$ cat config.mk
export PLATFORM = sky130hd
export DESIGN_NAME = display_scan_mux
export DESIGN_NICKNAME = d
export VERILOG_FILES = /design/src/rtl/display_scan_mux.sv
export SDC_FILE = /design/constraint.sdc
export NUM_CORES = 1
export LEC_CHECK = 0
export CAP_MARGIN = 25
export CELL_PAD_IN_SITES_DETAIL_PLACEMENT = 0
export CELL_PAD_IN_SITES_GLOBAL_PLACEMENT = 1
export CORE_UTILIZATION = 48
export CTS_CLUSTER_SIZE = 8
export DETAILED_ROUTE_END_ITERATION = 8
export PLACE_DENSITY = 0.86
export SLEW_MARGIN = 40
export SYNTH_ARGS = -nofsm -noshare
export SYNTH_HDL_FRONTEND = slang
export SYNTH_SLANG_ARGS = --single-unit
export TNS_END_PERCENT = 30
$ cat constraint.sdc
create_clock -name clk -period 5.85 [get_ports clk]
set_clock_uncertainty 0.15 [all_clocks]
set_input_delay 1.4625 -clock clk [delete_from_list [all_inputs] [get_ports clk]]
set_output_delay 1.4625 -clock clk [all_outputs]
set_load 0.01 [all_outputs]
$ cat src/rtl/display_scan_mux.sv
// Four-digit display scanner: steps the digit select, shows a frame-consistent
// shadow copy of the BCD digits, and generates the set-mode blink blank.
module display_scan_mux #(
    parameter int REFRESH_DIV = 100000,
    parameter int BLINK_DIV   = 25000000
) (
    input  logic        clk,
    input  logic        rst_n,
    input  logic [15:0] digits_in,
    input  logic        load,
    input  logic        blink_en,
    input  logic [3:0]  blink_mask,
    output logic [1:0]  en,
    output logic [3:0]  num,
    output logic        blank,
    output logic        scan_tick
);

    localparam int RW = $clog2(REFRESH_DIV);
    localparam int BW = $clog2(BLINK_DIV);
    localparam logic [RW-1:0] REFRESH_MAX = RW'(REFRESH_DIV - 1);
    localparam logic [BW-1:0] BLINK_MAX   = BW'(BLINK_DIV - 1);

    logic [RW-1:0] refresh_cnt_r;
    logic [BW-1:0] blink_cnt_r;
    logic          blink_phase_r;
    logic [1:0]    en_r;
    logic [15:0]   shadow_r;
    logic [15:0]   staging_r;
    logic          pending_r;
    logic          dwell_last_s;
    logic          frame_wrap_s;

    // Dwell end and frame end decode
    always_comb begin
        dwell_last_s = (refresh_cnt_r == REFRESH_MAX);
        frame_wrap_s = dwell_last_s && (en_r == 2'd3);
    end

    // Refresh counter and digit select
    always_ff @(posedge clk) begin
        if (!rst_n) begin
            refresh_cnt_r <= '0;
            en_r          <= 2'd0;
        end else if (dwell_last_s) begin
            refresh_cnt_r <= '0;
            en_r          <= en_r + 2'd1;
        end else begin
            refresh_cnt_r <= refresh_cnt_r + RW'(1);
            en_r          <= en_r;
        end
    end

    // Staging/shadow load path; a load on the wrap edge bypasses staging so
    // the new value appears in the very next frame
    always_ff @(posedge clk) begin
        if (!rst_n) begin
            staging_r <= 16'h0000;
            shadow_r  <= 16'h0000;
            pending_r <= 1'b0;
        end else if (load) begin
            staging_r <= digits_in;
            if (frame_wrap_s) begin
                shadow_r  <= digits_in;
                pending_r <= 1'b0;
            end else begin
                shadow_r  <= shadow_r;
                pending_r <= 1'b1;
            end
        end else if (frame_wrap_s && pending_r) begin
            staging_r <= staging_r;
            shadow_r  <= staging_r;
            pending_r <= 1'b0;
        end else begin
            staging_r <= staging_r;
            shadow_r  <= shadow_r;
            pending_r <= pending_r;
        end
    end

    // Blink timebase; held at zero while disabled so re-enable starts visible
    always_ff @(posedge clk) begin
        if (!rst_n) begin
            blink_cnt_r   <= '0;
            blink_phase_r <= 1'b0;
        end else if (!blink_en) begin
            blink_cnt_r   <= '0;
            blink_phase_r <= 1'b0;
        end else if (blink_cnt_r == BLINK_MAX) begin
            blink_cnt_r   <= '0;
            blink_phase_r <= ~blink_phase_r;
        end else begin
            blink_cnt_r   <= blink_cnt_r + BW'(1);
            blink_phase_r <= blink_phase_r;
        end
    end

    // Selected digit value, tick and blank
    always_comb begin
        num = 4'h0;
        case (en_r)
            2'd0:    num = shadow_r[3:0];
            2'd1:    num = shadow_r[7:4];
            2'd2:    num = shadow_r[11:8];
            2'd3:    num = shadow_r[15:12];
            default: num = 4'h0;
        endcase
        en        = en_r;
        scan_tick = dwell_last_s;
        blank     = blink_en & blink_phase_r & blink_mask[en_r];
    end

endmodule

Word level (Yosys, flattened, before mapping)
Index checks and enable logic that the tools add are counted.
{"block": "op_classes", "add_sub_neg": 3, "magnitude_cmp": 1, "muxes": 9, "n_reduce_logical": 8, "bitwise": 5, "eq_ne": 6}
{"op": "$mux W16", "n": 3}
{"op": "$add A25 B1 Y25 const B", "n": 1}
{"op": "$eq A25 B25 Y1 const B", "n": 1}
{"op": "$add A17 B1 Y17 const B", "n": 1}
{"op": "$eq A17 B17 Y1 const B", "n": 1}
{"op": "$pmux W4 S4", "n": 1}
{"op": "$eq A2 B2 Y1 const B", "n": 2}
{"op": "$mux W1", "n": 4}
{"op": "$reduce_and A2 Y1", "n": 2}
{"op": "$lt A2 B3 Y1 const B", "n": 1}
{"op": "$not A1 Y1", "n": 3}
{"op": "$reduce_or A3 Y1", "n": 1}
{"op": "$add A2 B1 Y2 const B", "n": 1}
{"op": "$and A1 B1 Y1", "n": 2}
{"op": "$bmux W1 S2", "n": 1}
{"op": "$eq A2 B1 Y1 const B", "n": 1}
{"op": "$logic_and A1 B1 Y1", "n": 2}
{"op": "$logic_not A2 Y1", "n": 1}
{"op": "$ne A2 B1 Y1 const B", "n": 1}
{"op": "$reduce_bool A2 Y1", "n": 1}
{"op": "$reduce_or A2 Y1", "n": 1}
{"block": "word_totals", "regBits": 78, "in_bits": 24, "out_inout_bits": 8, "word_cells": 39}

Logic depth before layout (Yosys ltp)
{"block": "logic_depth", "ltp_word": 5, "depth_mapped": 8, "ltp_nobuf": 5}

Worst setup path before layout
No wires, ideal clock.
{"block": "synth_path", "path_kind": "input to output", "start": "in blink_mask[3]", "end": "out blank", "path_buffers": 0, "required_time_ps": 4238, "arrival_time_ps": 1854, "path_slack_ps": 2383, "path_stages": 4, "path_cell_list": "mux2i_1 nand2_1 nand3_1 a21oi_1"}
{"block": "synth_via", "elab_chain_cells": 3}
{"item": "from (decl)", "line_no": "12", "rtl": "input logic [3:0] blink_mask,"}
{"item": "$bmux W1 S2", "line_no": "110", "rtl": "blank = blink_en & blink_phase_r & blink_mask[en_r];"}
{"item": "$mux W1 (not written as such)", "line_no": "110"}
{"item": "$and A1 B1 Y1", "line_no": "110"}
{"item": "to (decl)", "line_no": "15", "rtl": "output logic blank,"}
No other way between the ends. The select of a mux whose other input is x is not followed.

Worst setup path after layout
Ends and elaborated chain as after synthesis.

==> results.py <==
metrics = {
    "run_status": {
        "outcome": "finished clean",
    },
    "finish": {
        "multiInputGateArea_mm2": 0.00184,
        "seq_area_mm2": 0.00156,
        "num-fill-cells": 657,
        "layout.nets": 421,
        "fin_util_pct": 56.4,
        "drive_gt1_share_pct": 9.60,
        "diodes": 0,
        "area_growth_syn_to_layout_pct": 14.4,
        "fin_cells": 495,
    },
    "clock_tree": {
        "cts_setup_buffers": 0,
        "cts_made_buffers": 9,
        "postCtsHoldBufs": 0,
        "cts.sink_count": 78,
        "insertion_delay_ns": 0.36,
        "clockBufferDepth": 2,
        "path_clk_slew_ns": 0.07,
        "h-tree-depth": 3,
        "tritoncts": "done",
        "postCtsResizedCells": 0,
        "cts-root-buf": "clkbuf_8",
    },
    "timing": {
        "relSlewSlack_pct": 62.1,
        "tightest_slew_ns": 0.566,
        "fin_crit_sh_pct": 75.3,
        "rsz0062_at_grt": "no",
        "slew_violations": 0,
        "hold_viol_final": 0,
        "max_freq_ghz": 0.227,
        "post-route-min-period_ns": 4.41,
        "setup_viol": 0,
        "setup_tns_ns": 0,
    },
    "placement": {
        "hpwl_mm": 4.34,
        "io_buffers": 31,
        "place_congestion": 0.745,
        "dp.cells": 479,
    },
    "power": {
        "powerDensity_mw_per_mm2": 233,
        "totalPowerFinal_uw": 946,
        "p_leak_nw": 1.50,
        "vdd_ir_drop_max_mv": 0.136,
    },
    "yosys": {
        "ys_warn_count": 0,
        "async_flop_share_pct": 0,
        "syn_area_per_cell_um2": 9.72,
        "synth-seq-cells": 78,
        "synthCells": 366,
        "synth_nets": 396,
        "ys_seq_area_share_pct": 43.9,
        "synth_edf_count": 0,
        "syn-cell-area_mm2": 0.00356,
        "synth_flop_cell": "dfxtp_1",
        "ys_types": 36,
    },
    "critical_path": {
        "crit_type": "in -> out",
        "critPathRequiredTime_ns": 4.24,
        "path_delay_family": "buffers and inverters",
        "r2r_start": "refresh_cnt_r[0]$_SDFF_PP0_",
        "reg2reg_to": "shadow_r[13]$_SDFFE_PN0P_",
        "cp_max_fo": 1,
        "critPathBufInv": 2,
        "end_kind": "output pin",
        "ff2ff_setup_slack_ns": 3.41,
        "worstRegToRegCells": 5,
        "crit_slowest_cell": "clkdlybuf4s50_1",
        "path_common_cell": "clkdlybuf4s50_1",
        "crit_chain": "clkdlybuf4s50_1, mux2i_1, nand2_1, nand3_1, a21oi_1, clkdlybuf4s50_1",
        "start_kind": "input pin",
        "cp.arrival_ns": 2.79,
        "cpPeakStageDelay_ns": 0.55,
    },
    "job": {
        "cap_violations": 0,
    },
    "die": {
        "fp.dieH_um": 88.1,
        "start_util_pct": 49.3,
        "fp.dieArea_mm2": 0.00776,
        "coreArea_mm2": 0.00721,
        "rows": 31,
        "die_w_um": 88.1,
        "num_io_pins": 32,
    },
    "global_routing": {
        "grt_pass1_wl_mm": 11.1,
        "grt_use_total_pct": 18.5,
        "antenna_found_initial": 0,
        "grt_overflow": 0,
        "grt_pass1_vias": 2438,
        "grt_start_max_net_pins": 39,
    },
    "route": {
        "via_count": 2561,
        "viasPerCell": 5.17,
        "totalWireLength_mm": 6.54,
        "drt_iter0_markers": 135,
        "wl_per_cell_um": 13.2,
        "drc_errors": 0,
        "first_pass_iters": 6,
        "drtAntennaViolNets": 0,
    },
    "worst_hold_path": {
        "hp-start": "blink_cnt_r[0]$_SDFF_PP0_",
        "min_path_cells": 1,
        "holdPathEnd": "blink_cnt_r[0]$_SDFF_PP0_",
        "min_path_type": "reg -> reg",
    },
}
==> cell type report <==
cell class              count  area share, %
flip-flops and latches     78           38.4
multi-input cells         258           45.3
clock inverters             4          0.554
clock buffers              12           3.57
inverters                  10          0.923
well taps                  99           3.05
repair buffers             34           8.18
==> logic make-up (layout without fill, tap and decap cells) <==
family / Yosys count / count (layout) / synth area share, %
mux: 39 / 39 / 12.6
flops: 78 / 78 / 43.9
fa+ha+maj: 6 / 6 / 2.11
xor+xnor: 23 / 23 / 5.67
compound gates: 43 / 43 / 7.04
buf+inv: 30 / 60 / 4.22
simple gates: 147 / 147 / 24.5
==> layout by cell type, fill, tap and decap left out, drive strengths merged, types with 16 or more instances in the layout <==
master	n
dfxtp	78
clkdlybuf4s50	31
nor2	27
mux2i	23
and2	20
a21oi	19
nand3	18
nor2b	17
mux2	16
==> where the power goes <==
group / switching [mW] / total [mW] / internal, mW / leakage (nW)
sequential: 0.00411 / 0.544 / 0.540 / 0.633
clock: 0.191 / 0.355 / 0.164 / 0.0861
combinational: 0.0211 / 0.0473 / 0.0262 / 0.783
==> synthesized netlist by cell type (all sizes together), types with 8 or more instances <==
master,instances,area [µm²]
a21oi,19,95.1
and2,20,125
buf,8,67.6
clkbuf,12,45.0
dfxtp,78,1560
inv,10,37.5
mux2,16,218
mux2i,23,230
nand2,14,52.6
nand3,18,90.1
nand4,13,96.3
nor2,27,101
nor2b,17,106
o21ai,14,70.1
or3,12,75.1
xnor2,9,78.8
xor2,14,123
==> flip-flops by register name, indices dropped and copies added, names as in the netlist <==
signal	cells
blink_cnt_r	25
refresh_cnt_r	17
shadow_r	16
staging_r	16
en	2
blink_phase_r	1
pending_r	1
==> per-stage QoR <==
stage | hold slack (ns) | instance area (µm²) | setup slack [ns]
final | 0.299 | 4070 | 1.44
after global routing | 0.341 | 4070 | 1.39
after CTS | 0.302 | 4070 | 1.44
after detailed placement | 0.291 | 3900 | 1.45
after global placement | 0.270 | 3900 | 1.46
after floorplan | 0.263 | 3560 | 2.38
==> worst max path at each step <==
stage | slack (ns) | start | depth (start not counted) | endpoint
after floorplan | 2.38 | blink_mask[3] | 4 | blank
after global placement | 1.46 | blink_mask[3] | 6 | blank
after detailed placement | 1.45 | blink_mask[3] | 6 | blank
after CTS | 1.44 | blink_mask[3] | 6 | blank
after global routing | 1.39 | blink_mask[3] | 6 | blank
final | 1.44 | blink_mask[3] | 6 | blank
==> routing by layer <==
metal	vias up	track usage, %	part of all wire (%)
met2	34	30.7	45
met5	-	0	0
met3	11	3.68	3.9
met1	1176	23.2	49
li1	1340	-	-
met4	0	8.80	1.7
No activity file was read; power rests on OpenSTA's default activity.
